File: config.mk
export PLATFORM = sky130hd
export DESIGN_NAME = seq_restoring_divider_flat
export DESIGN_NICKNAME = d
export VERILOG_FILES = /design/src/rtl/seq_restoring_divider_if.sv /design/src/rtl/seq_restoring_divider.sv /design/src/flat_wrapper.sv
export SDC_FILE = /design/constraint.sdc
export NUM_CORES = 1
export LEC_CHECK = 0
export ABC_AREA = 0
export CORE_ASPECT_RATIO = 0.8
export CORE_MARGIN = 4
export CORE_UTILIZATION = 52
export DETAILED_ROUTE_END_ITERATION = 16
export GPL_ROUTABILITY_DRIVEN = 0
export MAX_ROUTING_LAYER = met4
export PLACE_DENSITY = 0.87
export SLEW_MARGIN = 20
export SYNTH_ARGS = -nofsm -noshare
export SYNTH_HDL_FRONTEND = slang
export SYNTH_SLANG_ARGS = --single-unit
File: constraint.sdc
create_clock -name iClk -period 3 [get_ports iClk]
set_input_delay 0.3 -clock iClk [delete_from_list [all_inputs] [get_ports iClk]]
set_output_delay 0.3 -clock iClk [all_outputs]
set_load 0.02 [all_outputs]
File: src/rtl/seq_restoring_divider_if.sv
// -----------------------------------------------------------------------------
// seq_restoring_divider_if
//   Operand/result bundle for the sequential restoring divider.
//   Clock and reset/load stay as plain ports on the divider itself.
//
//   iQ    : dividend (unsigned), sampled while nRst is low
//   iM    : divisor  (unsigned), sampled while nRst is low
//   oQ    : registered quotient
//   oR    : registered remainder
//   oDone : high while oQ/oR hold a valid result
//
//   master : the controller side (drives operands, reads results)
//   slave  : the divider side
// -----------------------------------------------------------------------------
interface seq_restoring_divider_if #(
    parameter int WIDTH = 4
);
    logic [WIDTH-1:0] iQ;
    logic [WIDTH-1:0] iM;
    logic [WIDTH-1:0] oQ;
    logic [WIDTH-1:0] oR;
    logic             oDone;

    modport master (
        output iQ,
        output iM,
        input  oQ,
        input  oR,
        input  oDone
    );

    modport slave (
        input  iQ,
        input  iM,
        output oQ,
        output oR,
        output oDone
    );
endinterface

File: src/rtl/seq_restoring_divider.sv
// -----------------------------------------------------------------------------
// seq_restoring_divider
//   Unsigned restoring shift/subtract divider, one quotient bit per clock.
//   nRst low loads the operands (and clears the outputs); releasing nRst
//   starts a run that finishes after exactly WIDTH rising edges, at which
//   point oQ/oR/oDone are registered and then held until the next load.
//
//   Ports:
//     iClk  in   system clock, rising edge
//     nRst  in   synchronous active-low reset / operand load
//     bus   slave modport of seq_restoring_divider_if
//             (iQ, iM in; oQ, oR, oDone out)
//
//   Divide by zero needs no special path: every trial subtraction of 0
//   succeeds, so the quotient comes out all ones and the partial remainder
//   simply accumulates the dividend.
// -----------------------------------------------------------------------------
module seq_restoring_divider #(
    parameter int WIDTH = 4
) (
    input  logic                    iClk,
    input  logic                    nRst,
    seq_restoring_divider_if.slave  bus
);
    localparam int CW = $clog2(WIDTH + 1);

    // Iteration state
    logic [WIDTH:0]   a_q,    a_d;      // partial remainder, one guard bit
    logic [WIDTH-1:0] qreg_q, qreg_d;   // dividend shifting out, quotient in
    logic [WIDTH-1:0] mreg_q;           // latched divisor
    logic [CW-1:0]    cnt_q,  cnt_d;

    // Result registers
    logic [WIDTH-1:0] oq_q,   oq_d;
    logic [WIDTH-1:0] or_q,   or_d;
    logic             done_q, done_d;

    // One restoring step
    logic [WIDTH:0]   a_sh;
    logic [WIDTH-1:0] q_sh;
    logic [WIDTH:0]   trial;
    logic             running;

    assign running = (cnt_q < CW'(WIDTH));

    always_comb begin
        a_d    = a_q;
        qreg_d = qreg_q;
        cnt_d  = cnt_q;
        oq_d   = oq_q;
        or_d   = or_q;
        done_d = done_q;

        // {A,Qreg} << 1: the dividend MSB moves into the remainder LSB
        a_sh  = {a_q[WIDTH-1:0], qreg_q[WIDTH-1]};
        q_sh  = {qreg_q[WIDTH-2:0], 1'b0};
        trial = a_sh - {1'b0, mreg_q};

        if (running) begin
            if (trial[WIDTH]) begin
                // Subtraction went negative: restore (keep shifted value)
                a_d    = a_sh;
                qreg_d = q_sh;
            end else begin
                a_d    = trial;
                qreg_d = q_sh | {{(WIDTH-1){1'b0}}, 1'b1};
            end
            cnt_d = cnt_q + CW'(1);

            // Last step publishes the result on the same edge it is formed
            if (cnt_q == CW'(WIDTH - 1)) begin
                oq_d   = qreg_d;
                or_d   = a_d[WIDTH-1:0];
                done_d = 1'b1;
            end
        end
    end

    always_ff @(posedge iClk) begin
        if (!nRst) begin
            // Load has priority over everything, including the completion edge
            a_q    <= '0;
            qreg_q <= bus.iQ;
            mreg_q <= bus.iM;
            cnt_q  <= '0;
            oq_q   <= '0;
            or_q   <= '0;
            done_q <= 1'b0;
        end else begin
            a_q    <= a_d;
            qreg_q <= qreg_d;
            cnt_q  <= cnt_d;
            oq_q   <= oq_d;
            or_q   <= or_d;
            done_q <= done_d;
        end
    end

    assign bus.oQ    = oq_q;
    assign bus.oR    = or_q;
    assign bus.oDone = done_q;
endmodule

File: src/flat_wrapper.sv
// flat-port wrapper written by rule: the top's interface ports become plain ports
module seq_restoring_divider_flat 
#(
    parameter int WIDTH = 4
)
  (iClk, nRst, bus_iQ, bus_iM, bus_oQ, bus_oR, bus_oDone);
  seq_restoring_divider_if #(.WIDTH(WIDTH)) bus_i ();
  input  logic iClk;
  input  logic nRst;
  input wire logic [$bits(bus_i.iQ)-1:0] bus_iQ;
  input wire logic [$bits(bus_i.iM)-1:0] bus_iM;
  output wire logic [$bits(bus_i.oQ)-1:0] bus_oQ;
  output wire logic [$bits(bus_i.oR)-1:0] bus_oR;
  output wire logic [$bits(bus_i.oDone)-1:0] bus_oDone;
  assign bus_i.iQ = bus_iQ;
  assign bus_i.iM = bus_iM;
  assign bus_oQ = bus_i.oQ;
  assign bus_oR = bus_i.oR;
  assign bus_oDone = bus_i.oDone;
  seq_restoring_divider #(.WIDTH(WIDTH)) u_core (.iClk(iClk), .nRst(nRst), .bus(bus_i));
endmodule
Yosys cells after proc, flatten, opt, wreduce, memory -nomap -nowiden

Index checks and enable logic that the tools add are counted.

Bitwise logic cells: 0
Equality and inequality tests: 2
Reduce and logical (&&, ||, !) cells: 1
Shifts and indexed selects: 0
$mul: 0
Mux-type cells: 4
Order comparisons: 1
Add/subtract/negate cells: 2
Div/mod/pow operators: 0

Operators by type and width:

| cell                                                  | number |
|---|---|
| two-way mux 4 bit                                     | 3 |
| subtractor 5 x 4 -> 5 bit                             | 1 |
| adder 3 x 1 -> 3 bit, second input constant           | 1 |
| equality test 3 x 2 -> 1 bit, second input constant   | 1 |
| less-than comparator 3 bit, second input constant     | 1 |
| inequality test 2 x 1 -> 1 bit, second input constant | 1 |
| AND reduction 2 bit                                   | 1 |
| two-way mux 1 bit                                     | 1 |

RAM bits: 0
Input port bits: 10
Memories kept: 0
Bits in registers: 24
Latch bits: 0
Output and inout bits: 9
Word-level logic and storage cells: 17
Bits in read-only memories: 0

Depth between registers and ports, before layout

Word-level depth: 4
Depth in mapped cells: 9
Gate-level depth less buffers: 9

Worst setup path before layout

OpenSTA, ideal clock, no wires.

Path type: register to register
Start: register u_core.qreg_q[3]
End: register u_core.a_q[0]
Arrival time: 2172 ps
Clock period less this slack: 2239 ps
Setup time: 67 ps
Stages on the path, launching flop included: 10
Slack: 761 ps
Cells stage by stage: edfxtp_1 > inv_1 > ha_1 > inv_1 > fa_1 > a21o_1 > a21oi_4 > xnor2_4 > mux2_4 > a21oi_2

Longest elaborated chain between the ends: 2

Ends and longest elaborated chain:

| element                   | line                        | source |
|---|---|---|
| start, declared           | seq_restoring_divider.sv:29 | `logic [WIDTH-1:0] qreg_q, qreg_d;` |
| start signal, assigned    | seq_restoring_divider.sv:83 | `qreg_q <= bus.iQ;` |
| start signal, assigned    | seq_restoring_divider.sv:91 | `qreg_q <= qreg_d;` |
| subtractor 5 x 4 -> 5 bit | seq_restoring_divider.sv:57 | `trial = a_sh - {1'b0, mreg_q};` |
| two-way mux 4 bit (*)     | seq_restoring_divider.sv:60 | `if (trial[WIDTH]) begin` |
| end signal, assigned      | seq_restoring_divider.sv:82 | `a_q <= '0;` |
| end signal, assigned      | seq_restoring_divider.sv:90 | `a_q <= a_d;` |
| end, declared             | seq_restoring_divider.sv:28 | `logic [WIDTH:0] a_q, a_d;` |

Mark *: on every way between the ends. The rest lies on a longest branch, timed or not.
A chain may end at the register's enable or synchronous reset.

Worst setup path after layout

Start: register u_core.qreg_q[3]
End: register u_core.or_q[2] (netlist: u_core.bus.oR[2])

Longest elaborated chain between the ends: 2

Ends and longest elaborated chain:

| element                   | line                        | source |
|---|---|---|
| subtractor 5 x 4 -> 5 bit | seq_restoring_divider.sv:57 |  |
| two-way mux 4 bit         | seq_restoring_divider.sv:60 |  |
| end signal, assigned      | seq_restoring_divider.sv:94 | `or_q <= or_d;` |
| end, declared             | seq_restoring_divider.sv:35 | `logic [WIDTH-1:0] or_q, or_d;` |

Every way passes these cells.

==> flow_metrics.py <==
metrics = {
    "yosys": {
        "synth_top_family_by_area": "compound AO/OA/AOI/OAI gates",
        "yosysWarnings": 0,
        "netlist-cell-type-count": 36,
        "synthSimpleGateAreaFrac_pct": 11.0,
        "yosysSeqAreaShare_pct": 47.0,
        "synth_largest_area_cell": "dfxtp_1",
        "syn_area_per_cell_um2": 10.8,
        "synth_top_area_share_pct": 26.9,
        "synth_compound_area_share_pct": 13.3,
        "syn-cell-area_mm2": 0.00119,
        "mappedNetlistNets": 127,
        "synthMuxAreaShare_pct": 11.8,
        "ys_ff_latch": 24,
        "synthAdderAreaFrac_pct": 7.97,
        "synth-xor-area-share_pct": 4.51,
        "syn_inst": 110,
        "synthTopCellsByArea": "dfxtp_1 (27%), edfxtp_1 (20%), mux2i_1 (6.7%)",
    },
    "hold_path": {
        "hold_class": "register to register",
        "worstHoldPathCells": 2,
        "min_to": "u_core.bus.oDone$_SDFFE_PN0P_",
        "hold_start": "u_core.bus.oDone$_SDFFE_PN0P_",
    },
    "layout": {
        "diodes": 0,
        "fill_cells": 174,
        "instances_no_fill": 153,
        "fin_nets": 146,
        "drive_gt1_share_pct": 9.38,
        "final_util_pct": 65.3,
        "area_growth_pct": 19.2,
        "final_common_cell": "clkdlybuf4s50_1",
        "mostFrequentLayoutCells": "clkdlybuf4s50_1 (18), dfxtp_1 (16), nor2_1 (13)",
        "multi_input_area_um2": 579,
        "regArea_um2": 561,
    },
    "pwr": {
        "pwr-share-seq_pct": 39.0,
        "power.total_mw": 1.32,
        "p_sw_uw": 513,
        "power.density_mw_per_mm2": 926,
        "combPwrFrac_pct": 48.0,
        "p_leak_nw": 0.545,
        "vdd_drop_max_uv": 582,
        "p_clk_share_pct": 13.0,
        "internal_power_uw": 803,
        "p_sw_share_pct": 39.0,
    },
    "clocking": {
        "postCtsSetupBuffers": 0,
        "cts_root_buffer": "clkbuf_4",
        "clk-insertion-delay-late_ns": 0.32,
        "cts.sinks": 24,
        "clkTransAtPathRegs_ns": 0.13,
        "cts_tree": "built",
        "cts_buffers": 3,
        "cts_buffer_depth": 2,
        "h-tree-depth": 1,
        "post_cts_resized": 0,
        "hold_buffers": 0,
    },
    "timing": {
        "setup-violations-final": 0,
        "timing.fmax_ghz": 0.401,
        "tightest_slew_ns": 0.671,
        "fin_skew_ns": 0.00641,
        "hold_violations": 0,
        "tns_ns": 0,
        "fin_crit_ns": 2.49,
        "slew_violations": 0,
        "rsz0062_at_grt": "no",
        "slew-limit-headroom_pct": 55.3,
        "min_period_over_period_pct": 83.2,
    },
    "routing": {
        "vias": 869,
        "wl_per_cell_um": 16.0,
        "routed_wl_um": 2450,
        "drtIter0Drc": 39,
        "first_pass_iters": 4,
        "drc": 0,
        "viasPerCell": 5.68,
        "drtAntennaViolNets": 0,
    },
    "critical_path": {
        "worstSetupEndpointType": "register",
        "reg2reg_depth": 9,
        "crit_chain": "inv_1 -> ha_1 -> inv_1 -> fa_1 -> a21o_1 -> a21oi_4 -> xnor2_4 -> mux2i_1 -> o22ai_1",
        "crit_required_ns": 3.18,
        "crit_fanout": 7,
        "crit_arrival_ns": 2.68,
        "r2r_start": "u_core.qreg_q[3]$_DFFE_PP_",
        "rrSetupSlack_ns": 0.51,
        "rr_endpoint": "u_core.bus.oR[2]$_SDFFE_PN0P_",
        "critPathLaunchType": "register",
        "crit_path_frequent_cell": "inv_1",
        "critPathKind": "register to register",
        "crit_start": "u_core.qreg_q[3]$_DFFE_PP_",
        "cp_slowest_cell": "edfxtp_1",
        "worst_path_largest_cell_delay_ns": 0.45,
    },
    "place": {
        "place_hpwl_um": 1830,
        "io_buffers": 18,
        "dpl.cell_count": 149,
    },
    "run": {
        "cap_viol_max_count": 0,
    },
    "die": {
        "row_count": 15,
        "die_h_um": 50.8,
        "start_util_pct": 54.8,
        "core_mm2": 0.00218,
        "ioPinCount": 19,
        "die-area_mm2": 0.00313,
        "die_width_um": 61.5,
    },
    "grt": {
        "antenna_found_initial": 0,
        "grt_pass1_vias": 792,
        "grt_usage_pct": 18.0,
        "grt_max_degree": 17,
        "overflow": 0,
        "grt_pass1_wl_um": 3950,
    },
    "outcome": {
        "status": "finished clean",
    },
}
flip-flops by register name (all words and copies together) (netlist names):
signal and count:
u_core.a_q 4, u_core.bus.oDone 1, u_core.bus.oQ 4, u_core.bus.oR 4, u_core.cnt_q 3, u_core.mreg_q 4
u_core.qreg_q 4
per-stage QoR:
step                instance area [µm²]  hold slack, ns  worst slack [ns]
global placement                   1390           0.450             0.639
finish                             1420           0.482             0.505
detailed placement                 1390           0.454             0.524
CTS                                1420           0.485             0.510
floorplan                          1190           0.399             0.761
global route                       1420           0.507             0.399
area by class of cell:
cell class                 count  share of cell area, %
tap                           25                   2.20
multi-input combinational     73                   40.8
inverter                       9                   2.38
clock buffer                   4                   2.55
timing repair buffer          18                   12.7
sequential                    24                   39.4
cell usage after synthesis, drive strengths merged:
library cell / instances
dfxtp: 16
nor2: 13
edfxtp: 8
inv: 8
mux2i: 8
a21oi: 7
ha: 6
mux2: 5
nand2: 4
o21ai: 4
clkbuf: 3
nand2b: 3
xor2: 3
a211oi: 2
nand4b: 2
a21o: 1
a221oi: 1
a31oi: 1
a41oi: 1
buf: 1
clkinv: 1
fa: 1
nand3: 1
nand4: 1
nor2b: 1
nor3: 1
nor4b: 1
o211a: 1
o22ai: 1
o31ai: 1
o32a: 1
o41ai: 1
xnor2: 1
cell families after synthesis:
group	count (synthesis)
AOI/OAI and AO/OA	22
xor gates and xnor gates	4
adders and majority gates	7
buffers and inverters	13
DFF	24
muxes	13
and+or+nand+nor	27
how the worst max path moves through the flow:
stage,endpoint,slack [ns]
2_1_floorplan,u_core.a_q[0]$_SDFFE_PN0N_,0.76
3_3_place_gp,u_core.bus.oR[2]$_SDFFE_PN0P_,0.64
3_5_place_dp,u_core.bus.oR[2]$_SDFFE_PN0P_,0.52
4_1_cts,u_core.bus.oR[2]$_SDFFE_PN0P_,0.51
5_1_grt,u_core.bus.oR[2]$_SDFFE_PN0P_,0.40
6_report,u_core.bus.oR[2]$_SDFFE_PN0P_,0.51
per-layer routing:
layer	global-route usage (%)	vias up	routed length [µm]
met4	5.65	0	76
met1	22.6	405	1100
met5	-	-	0
met3	5.81	8	114
li1	-	430	-
met2	27.5	26	1160
power by group through the flow:
stage | clock [mW] | combinational [mW] | sequential, mW
CTS | 0.173 | 0.631 | 0.513
finish | 0.171 | 0.631 | 0.514
floorplan | 0 | 0.494 | 0.500
detailed placement | 0 | 0.623 | 0.521
global route | 0.188 | 0.690 | 0.527
global placement | 0 | 0.594 | 0.513
worst max-delay path: cells and delay by family (launching register included):
family	cells	cell delay (ns)
AO/OA/AOI/OAI	3	0.65
adder cells (fa/ha/maj)	2	0.61
flip-flops	1	0.45
multiplexers	1	0.30
XOR/XNOR	1	0.20
buffers and inverters	2	0.16
Note: power is estimated with default switching activity, not from simulation.
